File: src/rtl/sensor_node_pkg.sv
// -----------------------------------------------------------------------------
// sensor_node_pkg
// Shared definitions for the sensor node sequencer:
//   - state_t        : sequencer FSM states (CSUM only with SENSOR_NODE_CHECKSUM_EN)
//   - EN_*_OFS       : offsets of the radio/memory bits above the sensor bits
//                      in the power-enable vector
//   - DEF_*          : default parameter values for the sequencer
// Optional build macro: SENSOR_NODE_CHECKSUM_EN
// -----------------------------------------------------------------------------
package sensor_node_pkg;

  localparam int DEF_DATA_W         = 8;
  localparam int DEF_ADDR_W         = 8;
  localparam int DEF_NUM_SENSORS    = 2;
  localparam int DEF_BATCH_LEN      = 16;
  localparam int DEF_SAMPLE_PERIOD  = 1000;
  localparam int DEF_SENSOR_TIMEOUT = 64;
  localparam int DEF_PMU_MIN        = 'h40;

  // enables layout: [NUM_SENSORS-1:0] sensors, then radio, then memory
  localparam int EN_RADIO_OFS = 0;
  localparam int EN_MEM_OFS   = 1;

  function automatic int en_radio_bit(input int num_sensors);
    return num_sensors + EN_RADIO_OFS;
  endfunction

  function automatic int en_mem_bit(input int num_sensors);
    return num_sensors + EN_MEM_OFS;
  endfunction

  typedef enum logic [2:0] {
    IDLE,
    SAMPLE,
    STORE,
    CHECK,
    READ,
    SEND
`ifdef SENSOR_NODE_CHECKSUM_EN
    , CSUM
`endif
  } state_t;

endpackage

File: src/rtl/sensor_node_ring_ptr.sv
// -----------------------------------------------------------------------------
// sensor_node_ring_ptr
// Circular-buffer bookkeeping for a 2**ADDR_W deep sample store.
// A push into a full buffer overwrites the oldest entry: the read pointer is
// dragged along, the count stays at DEPTH and the sticky overflow flag sets.
// Ports:
//   i_clk, i_rst     clock, asynchronous active-high reset
//   i_push           a sample is written at o_wr_ptr this cycle
//   i_pop            the entry at o_rd_ptr is consumed this cycle
//   o_wr_ptr         next write address
//   o_rd_ptr         oldest stored entry
//   o_count          number of stored entries (0..DEPTH)
//   o_full, o_empty  count == DEPTH / count == 0
//   o_overflow       sticky: an overwrite has occurred since reset
// -----------------------------------------------------------------------------
module sensor_node_ring_ptr #(
  parameter int ADDR_W = 8
) (
  input  logic              i_clk,
  input  logic              i_rst,
  input  logic              i_push,
  input  logic              i_pop,
  output logic [ADDR_W-1:0] o_wr_ptr,
  output logic [ADDR_W-1:0] o_rd_ptr,
  output logic [ADDR_W:0]   o_count,
  output logic              o_full,
  output logic              o_empty,
  output logic              o_overflow
);

  localparam logic [ADDR_W:0] DEPTH = {1'b1, {ADDR_W{1'b0}}};

  logic [ADDR_W-1:0] r_wr_ptr;
  logic [ADDR_W-1:0] r_rd_ptr;
  logic [ADDR_W:0]   r_count;
  logic              r_overflow;

  logic w_full;
  logic w_empty;
  logic w_pop;
  logic w_overwrite;

  assign w_full      = (r_count == DEPTH);
  assign w_empty     = (r_count == '0);
  // popping an empty buffer is ignored so the count can never underflow
  assign w_pop       = i_pop && !w_empty;
  assign w_overwrite = i_push && w_full && !w_pop;

  always_ff @(posedge i_clk or posedge i_rst) begin
    if (i_rst) begin
      r_wr_ptr   <= '0;
      r_rd_ptr   <= '0;
      r_count    <= '0;
      r_overflow <= 1'b0;
    end else begin
      if (i_push) begin
        r_wr_ptr <= r_wr_ptr + 1'b1;
      end
      if (w_pop || w_overwrite) begin
        r_rd_ptr <= r_rd_ptr + 1'b1;
      end
      if (i_push && !w_pop && !w_full) begin
        r_count <= r_count + 1'b1;
      end else if (w_pop && !i_push) begin
        r_count <= r_count - 1'b1;
      end
      if (w_overwrite) begin
        r_overflow <= 1'b1;
      end
    end
  end

  assign o_wr_ptr   = r_wr_ptr;
  assign o_rd_ptr   = r_rd_ptr;
  assign o_count    = r_count;
  assign o_full     = w_full;
  assign o_empty    = w_empty;
  assign o_overflow = r_overflow;

endmodule

File: src/rtl/sensor_node_sequencer.sv
// -----------------------------------------------------------------------------
// sensor_node_sequencer
// Periodically samples NUM_SENSORS channels into a circular buffer held in an
// external synchronous memory, and bursts BATCH_LEN samples to the radio when
// enough data is buffered and the PMU reports sufficient supply.
// Optional build macro: SENSOR_NODE_CHECKSUM_EN -- appends an XOR checksum
// byte (state CSUM) after every burst.
// Ports:
//   clock, reset      clock, asynchronous active-high reset
//   enable            run enable for the sample timer
//   sensor_data       packed channel data, channel i at [i*DATA_W +: DATA_W]
//   sensor_valid      per-channel data valid
//   memory_data       memory read data, one cycle after memory_address
//   radio_ready       radio accepts the current byte
//   PMU_data          supply level, unsigned
//   write_to_memory   memory write strobe
//   memory_data_out   memory write data
//   memory_address    memory address
//   radio_Tx          radio byte valid
//   radio_data_out    radio byte
//   enables           power enables: sensors, radio, memory
//   overflow          sticky buffer-overwrite flag
//   busy              FSM not in IDLE
// -----------------------------------------------------------------------------
module sensor_node_sequencer
  import sensor_node_pkg::*;
#(
  parameter int                DATA_W         = DEF_DATA_W,
  parameter int                ADDR_W         = DEF_ADDR_W,
  parameter int                NUM_SENSORS    = DEF_NUM_SENSORS,
  parameter int                BATCH_LEN      = DEF_BATCH_LEN,
  parameter int                SAMPLE_PERIOD  = DEF_SAMPLE_PERIOD,
  parameter int                SENSOR_TIMEOUT = DEF_SENSOR_TIMEOUT,
  parameter logic [DATA_W-1:0] PMU_MIN        = DATA_W'(DEF_PMU_MIN)
) (
  input  logic                          clock,
  input  logic                          reset,
  input  logic                          enable,
  input  logic [NUM_SENSORS*DATA_W-1:0] sensor_data,
  input  logic [NUM_SENSORS-1:0]        sensor_valid,
  input  logic [DATA_W-1:0]             memory_data,
  input  logic                          radio_ready,
  input  logic [DATA_W-1:0]             PMU_data,
  output logic                          write_to_memory,
  output logic [DATA_W-1:0]             memory_data_out,
  output logic [ADDR_W-1:0]             memory_address,
  output logic                          radio_Tx,
  output logic [DATA_W-1:0]             radio_data_out,
  output logic [NUM_SENSORS+1:0]        enables,
  output logic                          overflow,
  output logic                          busy
);

  localparam int CNT_W    = ADDR_W + 1;
  localparam int CH_W     = (NUM_SENSORS > 1) ? $clog2(NUM_SENSORS) : 1;
  localparam int TMR_W    = $clog2(SAMPLE_PERIOD);
  localparam int TO_W     = $clog2(SENSOR_TIMEOUT + 1);
  localparam int EN_RADIO = en_radio_bit(NUM_SENSORS);
  localparam int EN_MEM   = en_mem_bit(NUM_SENSORS);

  state_t             r_state;
  state_t             w_state_next;
  logic [TMR_W-1:0]   r_timer;
  logic [CH_W-1:0]    r_ch;
  logic [TO_W-1:0]    r_wait;
  logic [DATA_W-1:0]  r_sample;
  logic [CNT_W-1:0]   r_sent;
  logic [DATA_W-1:0]  r_tx_data;
  logic               r_tx_held;

  logic [DATA_W-1:0]  w_ch_data [NUM_SENSORS];
  logic [DATA_W-1:0]  w_sel_data;
  logic               w_sel_valid;
  logic               w_timeout;
  logic               w_tick;
  logic               w_last_ch;
  logic               w_last_byte;
  logic               w_batch_ok;
  logic [DATA_W-1:0]  w_tx_byte;
  logic               w_push;
  logic               w_pop;
  logic [ADDR_W-1:0]  w_wr_ptr;
  logic [ADDR_W-1:0]  w_rd_ptr;
  logic [CNT_W-1:0]   w_count;
  logic               w_full;
  logic               w_empty;
  logic               w_unused_full;

  for (genvar gi = 0; gi < NUM_SENSORS; gi++) begin : g_ch
    assign w_ch_data[gi] = sensor_data[gi*DATA_W +: DATA_W];
  end

  assign w_sel_data    = w_ch_data[r_ch];
  assign w_sel_valid   = sensor_valid[r_ch];
  assign w_timeout     = (r_wait == TO_W'(SENSOR_TIMEOUT - 1));
  // The round starts on the edge where the count would reach SAMPLE_PERIOD-1,
  // so the timer reloads to 0 and never rests at that value.
  assign w_tick        = enable && (r_timer == TMR_W'(SAMPLE_PERIOD - 2));
  assign w_last_ch     = (r_ch == CH_W'(NUM_SENSORS - 1));
  assign w_last_byte   = (r_sent == CNT_W'(BATCH_LEN - 1));
  assign w_batch_ok    = (w_count >= CNT_W'(BATCH_LEN)) && (PMU_data >= PMU_MIN);
  // First SEND cycle uses the memory's registered read data directly; from
  // then on the captured copy holds the byte while the radio stalls.
  assign w_tx_byte     = r_tx_held ? r_tx_data : memory_data;
  assign busy          = (r_state != IDLE);
  assign w_unused_full = w_full;

  sensor_node_ring_ptr #(
    .ADDR_W (ADDR_W)
  ) u_ring (
    .i_clk      (clock),
    .i_rst      (reset),
    .i_push     (w_push),
    .i_pop      (w_pop),
    .o_wr_ptr   (w_wr_ptr),
    .o_rd_ptr   (w_rd_ptr),
    .o_count    (w_count),
    .o_full     (w_full),
    .o_empty    (w_empty),
    .o_overflow (overflow)
  );

`ifdef SENSOR_NODE_CHECKSUM_EN
  logic [DATA_W-1:0] r_csum;

  always_ff @(posedge clock or posedge reset) begin
    if (reset) begin
      r_csum <= '0;
    end else if (r_state == CHECK) begin
      r_csum <= '0;
    end else if (r_state == SEND && radio_ready) begin
      r_csum <= r_csum ^ w_tx_byte;
    end
  end
`endif

  // Next state and all outputs; everything defaults to 0 so IDLE (and reset)
  // drives every output low.
  always_comb begin
    w_state_next    = r_state;
    write_to_memory = 1'b0;
    memory_data_out = '0;
    memory_address  = '0;
    radio_Tx        = 1'b0;
    radio_data_out  = '0;
    enables         = '0;
    w_push          = 1'b0;
    w_pop           = 1'b0;
    case (r_state)
      IDLE: begin
        if (w_tick) begin
          w_state_next = SAMPLE;
        end
      end
      SAMPLE: begin
        enables[r_ch]   = 1'b1;
        enables[EN_MEM] = 1'b1;
        if (w_sel_valid || w_timeout) begin
          w_state_next = STORE;
        end
      end
      STORE: begin
        enables[EN_MEM] = 1'b1;
        write_to_memory = 1'b1;
        memory_address  = w_wr_ptr;
        memory_data_out = r_sample;
        w_push          = 1'b1;
        w_state_next    = w_last_ch ? CHECK : SAMPLE;
      end
      CHECK: begin
        w_state_next = w_batch_ok ? READ : IDLE;
      end
      READ: begin
        enables[EN_MEM]   = 1'b1;
        enables[EN_RADIO] = 1'b1;
        memory_address    = w_rd_ptr;
        w_state_next      = SEND;
      end
      SEND: begin
        // address stays on rd_ptr so the memory output is not disturbed
        enables[EN_MEM]   = 1'b1;
        enables[EN_RADIO] = 1'b1;
        memory_address    = w_rd_ptr;
        radio_Tx          = 1'b1;
        radio_data_out    = w_tx_byte;
        if (radio_ready) begin
          w_pop = 1'b1;
`ifdef SENSOR_NODE_CHECKSUM_EN
          w_state_next = w_last_byte ? CSUM : READ;
`else
          w_state_next = w_last_byte ? IDLE : READ;
`endif
        end
      end
`ifdef SENSOR_NODE_CHECKSUM_EN
      CSUM: begin
        enables[EN_RADIO] = 1'b1;
        radio_Tx          = 1'b1;
        radio_data_out    = r_csum;
        if (radio_ready) begin
          w_state_next = IDLE;
        end
      end
`endif
      default: w_state_next = IDLE;
    endcase
  end

  always_ff @(posedge clock or posedge reset) begin
    if (reset) begin
      r_state   <= IDLE;
      r_timer   <= '0;
      r_ch      <= '0;
      r_wait    <= '0;
      r_sample  <= '0;
      r_sent    <= '0;
      r_tx_data <= '0;
      r_tx_held <= 1'b0;
    end else begin
      r_state <= w_state_next;
      case (r_state)
        IDLE: begin
          if (enable) begin
            r_timer <= w_tick ? '0 : r_timer + 1'b1;
          end
          if (w_tick) begin
            r_ch   <= '0;
            r_wait <= '0;
          end
        end
        SAMPLE: begin
          if (w_sel_valid) begin
            r_sample <= w_sel_data;
          end else if (w_timeout) begin
            r_sample <= '1;
          end else begin
            r_wait <= r_wait + 1'b1;
          end
        end
        STORE: begin
          r_wait <= '0;
          if (!w_last_ch) begin
            r_ch <= r_ch + 1'b1;
          end
        end
        CHECK: begin
          if (w_batch_ok) begin
            r_sent <= '0;
          end
        end
        SEND: begin
          r_tx_data <= w_tx_byte;
          r_tx_held <= !radio_ready;
          if (radio_ready) begin
            r_sent <= r_sent + 1'b1;
          end
        end
        default: ;
      endcase
    end
  end

endmodule

File: config.mk
export PLATFORM = sky130hd
export DESIGN_NAME = sensor_node_sequencer
export DESIGN_NICKNAME = d
export VERILOG_FILES = /design/src/rtl/sensor_node_pkg.sv /design/src/rtl/sensor_node_ring_ptr.sv /design/src/rtl/sensor_node_sequencer.sv
export SDC_FILE = /design/constraint.sdc
export NUM_CORES = 1
export LEC_CHECK = 0
export CAP_MARGIN = 20
export CORE_ASPECT_RATIO = 1.5
export CORE_MARGIN = 3
export CORE_UTILIZATION = 50
export CTS_BUF_LIST = sky130_fd_sc_hd__clkbuf_8
export DETAILED_ROUTE_END_ITERATION = 12
export PLACE_DENSITY_LB_ADDON = 0.08
export SYNTH_ARGS = -nofsm -noshare
export SYNTH_HDL_FRONTEND = slang
export SYNTH_SLANG_ARGS = --single-unit
File: constraint.sdc
create_clock -name clock -period 2.75 [get_ports clock]
set_input_delay 0.55 -clock clock [delete_from_list [all_inputs] [get_ports clock]]
set_output_delay 0.55 -clock clock [all_outputs]
set_load 0.01 [all_outputs]
Yosys cells after proc, flatten, opt, wreduce, memory -nomap -nowiden:

Cells that the tools add are included.

* equal/unequal tests: 15
* reductions and logical operators: 32
* magnitude comparators: 6
* add/sub/neg operators: 8
* muxes and demuxes: 40
* bitwise operators: 1

Operators with widths (count)
* $mux W8: 8
* $mux W9: 4
* $mux W7: 3
* $pmux W7 S3: 1
* $add A9 B1 Y9 const B: 2
* $pmux W3 S6: 1
* $pmux W9 S2: 1
* $add A8 B1 Y8 const B: 2
* $pmux W8 S2: 1
* $mux W3: 5
* $ne A2 B2 Y1 const B: 6
* $mux W1: 11
* $add A10 B1 Y10 const B: 1
* $eq A10 B10 Y1 const B: 1
* $mux W10: 1
* $eq A9 B4 Y1 const B: 1
* $eq A9 B9 Y1 const B: 1
* $ge A9 B5 Y1 const B: 1
* $logic_and A1 B1 Y1: 9
* $logic_not A9 Y1: 1
* $sub A9 B1 Y9 const B: 1
* $ge A8 B7 Y1 const B: 1
* $reduce_bool A2 Y1: 4
* $add A7 B1 Y7 const B: 1
* other kinds (22): 34

* word-level logic and storage cells: 114
* input port bits: 38
* output and inout bits: 32
* register bits: 73

Depth between registers and ports, before layout:

* depth in word-level cells: 7
* mapped depth: 12
* mapped depth without buffers: 10

By module:

Synthesis repeated with hierarchy kept, for this count alone.

* cells, all modules: 394
* area total of the unflattened synthesis: 4106.4 um^2

By module, submodules not included
* sensor_node_sequencer: area each 2602.5 um^2, times used 1, sequential area each 1176.1 um^2, cells an instance 261
* sensor_node_ring_ptr: area each 1503.9 um^2, times used 1, sequential area each 650.6 um^2, cells an instance 133

Worst setup path after synthesis:

No wires, ideal clock.

* path kind: register to register
* from: register r_state[2]
* to: register u_ring.r_count[8], in the netlist u_ring.o_count[8]
* arrival time: 2731 ps
* period minus slack after synthesis: 2869 ps
* setup slack: -119 ps
* buffers on the path: 2
* cell stages (with the launch flop): 13
* data required time: 2612 ps
* library setup time: 138 ps
* path through: dfrtp_1 nor2_1 nand2_1 clkinv_1 clkbuf_8 clkbuf_1 nand2_1 fa_1 a21o_1 nand4_1 nand3_1 a31oi_1 mux4_2

* elaborated cells on any way between the ends: 12
* those cells by class: eq/ne (2); mux (3); reduce/logical (7)

RTL lines
* start, declared: RTL line sensor_node_sequencer.sv:61 `state_t r_state;`
* start signal, assigned: RTL line sensor_node_sequencer.sv:220 `r_state <= w_state_next;`
* $eq A3 B2 Y1 *
* $mux W1 *
* via write_to_memory: RTL line sensor_node_sequencer.sv:44 `output logic write_to_memory,`
* $logic_and A1 B1 Y1 or $logic_not A1 Y1 (tied branches): RTL line sensor_node_ring_ptr.sv:62, sensor_node_ring_ptr.sv:64
* $logic_and A1 B1 Y1 (on tied branches): RTL line sensor_node_ring_ptr.sv:62, sensor_node_ring_ptr.sv:64
* $mux W9 or $reduce_bool A2 Y1 (tied branches)
* end signal, assigned: RTL line sensor_node_ring_ptr.sv:63 `r_count <= r_count + 1'b1;`
* end signal, assigned: RTL line sensor_node_ring_ptr.sv:65 `r_count <= r_count - 1'b1;`
* end, declared: RTL line sensor_node_ring_ptr.sv:35 `logic [ADDR_W:0] r_count;`

The timed path passes the listed nets; every way through them passes the cells marked *.
A chain may end at the register's enable or synchronous reset.

Worst setup path after layout:

* from: register r_state[1]
* to: output memory_address[2]

* longest elaborated chain between the ends: 3
* elaborated cells on any way between the ends: 5
* those cells by class: eq/ne (3); mux (1); reduce/logical (1)

Ends and longest elaborated chain
* $eq A3 B3 Y1: RTL line sensor_node_sequencer.sv:149 `case (r_state)`
* $reduce_or A2 Y1 (no line)
* $pmux W8 S2 *: RTL line sensor_node_sequencer.sv:149
* end, declared: RTL line sensor_node_sequencer.sv:46 `output logic [ADDR_W-1:0] memory_address,`

Mark *: on every way between the ends. The rest lies on a longest branch, timed or not.

==> results.py <==
metrics = {
    "die": {
        "core_area_sq_mm": 0.00771,
        "die_x_um": 79.0,
        "pin_count": 70,
        "num_rows": 39,
        "dieArea_sq_mm": 0.00913,
        "die_height_um": 116,
        "start_util": 0.519,
    },
    "timing": {
        "setup_viol": 0,
        "fmax_mhz": 373,
        "period_share": 0.974,
        "maxSlewViolCount": 0,
        "fin_crit_ns": 2.68,
        "worstMarginPinSlew_ns": 0.726,
        "fin_ws_ns": 0.0705,
        "slew_headroom": 0.508,
        "finalHoldViolations": 0,
        "skew_ns": 0.00917,
    },
    "power_and_ir_drop": {
        "pwr-share-seq": 0.430,
        "switching_share": 0.305,
        "peakVddDrop_v": 0.000525,
        "internal_power_w": 0.00234,
        "leakage_nw": 2.33,
        "p_clk_frac": 0.274,
        "powerDensity_mw_per_mm2": 652,
        "p_sw_w": 0.00103,
        "p_comb_frac": 0.297,
    },
    "worst_setup_path": {
        "required_ns": 2.20,
        "critPathLaunchType": "flop",
        "cp-end-kind": "output pin",
        "critPathKind": "flop to output pin",
        "cp_max_fo": 28,
        "arrival_ns": 2.13,
    },
    "routing": {
        "drt-initial-drc-count": 130,
        "drt-total-wl_mm": 8.66,
        "wire_per_inst_um": 15.1,
        "via_per_inst": 5.51,
        "postRouteAntennaNets": 0,
        "first_pass_iters": 4,
        "route.detailed.drc": 0,
        "dr_total_vias": 3171,
    },
    "clock_network": {
        "worstSkewPairLatency_ns": 0.35,
        "cts_made_buffers": 9,
        "cts_tree": "done",
        "root_buffer": "clkbuf_8",
        "cts_sinks": 73,
        "htreeDepth": 3,
        "path_clk_slew_ns": 0.07,
        "cts_buffer_depth": 2,
    },
    "grt": {
        "grt_pass1_wl_mm": 14.2,
        "grt_pass1_vias": 3114,
        "grt_max_degree": 74,
        "antenna_found_initial": 0,
        "grtUsageTotal": 0.198,
        "overflow": 0,
    },
    "logic_synthesis": {
        "async_flop_share": 1.00,
        "syn-mean-instance-area_sq_um": 10.5,
        "synth_top_area_frac": 0.457,
        "synth.ff_latch_count": 73,
        "yosysWarnings": 0,
        "yosysUniqueCellTypes": 59,
        "synth_area_sq_mm": 0.00400,
        "ys.flop_type": "dfrtp_1",
        "synthTopCellsByArea": "dfrtp_1 (46%), mux2i_1 (4.3%), ha_1 (4.1%)",
        "synth-edff-count": 0,
        "ys_seq_area_frac": 0.457,
        "yosysTopAreaCell": "dfrtp_1",
        "syn_inst": 380,
        "synthesis.nets": 432,
    },
    "job": {
        "cap_violations": 0,
    },
    "place": {
        "place_area_sq_mm": 0.00489,
        "pre_cts_slack_ns": 0.0548,
        "dp.final_hpwl_mm": 6.23,
        "io_buffers": 63,
        "gp_congestion": 0.804,
    },
    "layout": {
        "finalNetCount": 520,
        "design_area_sq_mm": 0.00516,
        "diodes": 0,
        "most-common-layout-cells": "dfrtp_1 (72), clkdlybuf4s50_1 (63), nor2_1 (41), nand2_1 (27), buf_4 (23)",
        "area_growth_pct": 28.9,
        "drive_gt1_frac": 0.154,
        "layout.cells.most_common": "dfrtp_1",
    },
    "outcome": {
        "outcome": "completed",
    },
    "worst_hold_path": {
        "hp-class": "flop to flop",
    },
}
-- final timing paths --
check                                      to  cells past startpoint               start  slack, ns
max                         memory_address[2]                      5          r_state[1]       0.07
min                        u_ring.o_rd_ptr[7]                      1  u_ring.o_rd_ptr[7]       0.47
max reg2reg                 u_ring.o_count[8]                     10   u_ring.o_count[0]       0.14
min reg2reg                u_ring.o_rd_ptr[7]                      1  u_ring.o_rd_ptr[7]       0.47
max in group asynchronous          r_state[1]                      3               reset       1.82
min in group asynchronous  u_ring.o_rd_ptr[0]                      3               reset       0.58
-- area by class of cell --
cell class | instances | area (sq um)
Clock inverter | 6 | 82.6
Timing Repair Buffer | 88 | 843
Tap cell | 102 | 128
Inverter | 5 | 18.8
Fill cell | 656 | 2550
Clock buffer | 10 | 138
Multi-Input combinational cell | 291 | 2120
Sequential cell | 73 | 1830
-- synthesized netlist by cell type (3+ instances only) --
cell,n
dfrtp_1,73
nor2_1,42
nand2_1,28
a21oi_1,19
xnor2_1,18
mux2i_1,17
o21ai_0,17
xor2_1,17
nand4_1,14
ha_1,13
mux2_2,9
a22o_1,8
and2_1,8
clkbuf_1,7
mux2_4,7
or3_1,7
nand3_1,6
and3_1,4
inv_1,4
o31ai_1,4
a21o_1,3
nand2b_1,3
nand3b_1,3
nor3_1,3
nor4_1,3
-- per-stage QoR --
step	power, W	TNS, ns	hold WS (ns)	util	cells
floorplan	0.00214	0	0.442	-	380
global placement	0.00239	0	0.460	0.634	557
detailed placement	0.00243	0	0.464	0.634	557
CTS	0.00337	0	0.475	0.663	573
global route	0.00357	-0.0458	0.481	0.669	575
finish	0.00336	0	0.474	0.669	575
-- layer usage --
layer	routed length, um	vias up	global-route usage
li1	-	1554	-
met1	3540	1569	0.229
met2	4760	38	0.362
met3	237	10	0.0389
met4	124	0	0.0688
met5	0	-	0
-- worst max-delay path, stage by stage, from the launching register on --
cell and delay (ns):
dfrtp_2 0.48, nand2_1 0.17, clkinv_1 0.19, buf_12 0.21
a22o_1 0.24, clkdlybuf4s50_1 0.48
-- registers in the layout (all words and copies together), names as in the netlist --
register           cells
r_ch                   1
r_sample               8
r_sent                 9
r_state                3
r_timer               10
r_tx_data              8
r_tx_held              1
r_wait                 7
u_ring.o_count         9
u_ring.o_overflow      1
u_ring.o_rd_ptr        8
u_ring.o_wr_ptr        8
-- cell families (layout without fill, tap and decap cells) --
family	Yosys count	count (layout)	synth area share
adder cells (fa/ha/maj)	14	14	0.0457
AO/OA/AOI/OAI	66	66	0.107
multiplexers	35	35	0.103
AND/OR/NAND/NOR	141	141	0.193
XOR/XNOR	35	35	0.0766
flip-flops	73	73	0.457
buffers and inverters	16	109	0.0188
-- power groups by stage --
stage / Sequential (W) / Combinational (W) / Clock [W]
global route: 0.00147 / 0.00111 / 0.000988
finish: 0.00145 / 0.000998 / 0.000920
detailed placement: 0.00146 / 0.000965 / 0
floorplan: 0.00143 / 0.000710 / 0
CTS: 0.00145 / 0.000968 / 0.000952
global placement: 0.00146 / 0.000932 / 0
-- what timing repair did --
| action | 4_1_cts | 5_1_grt |
|---|---|---|
| setup buffers | 0 | 2 |
| setup endpoints to repair | 12 | 8 |
| pin swaps | 0 | 1 |
| resized for setup | 2 | 7 |
| hold buffers | 0 | 0 |
Note: power is estimated with default switching activity, not from simulation.
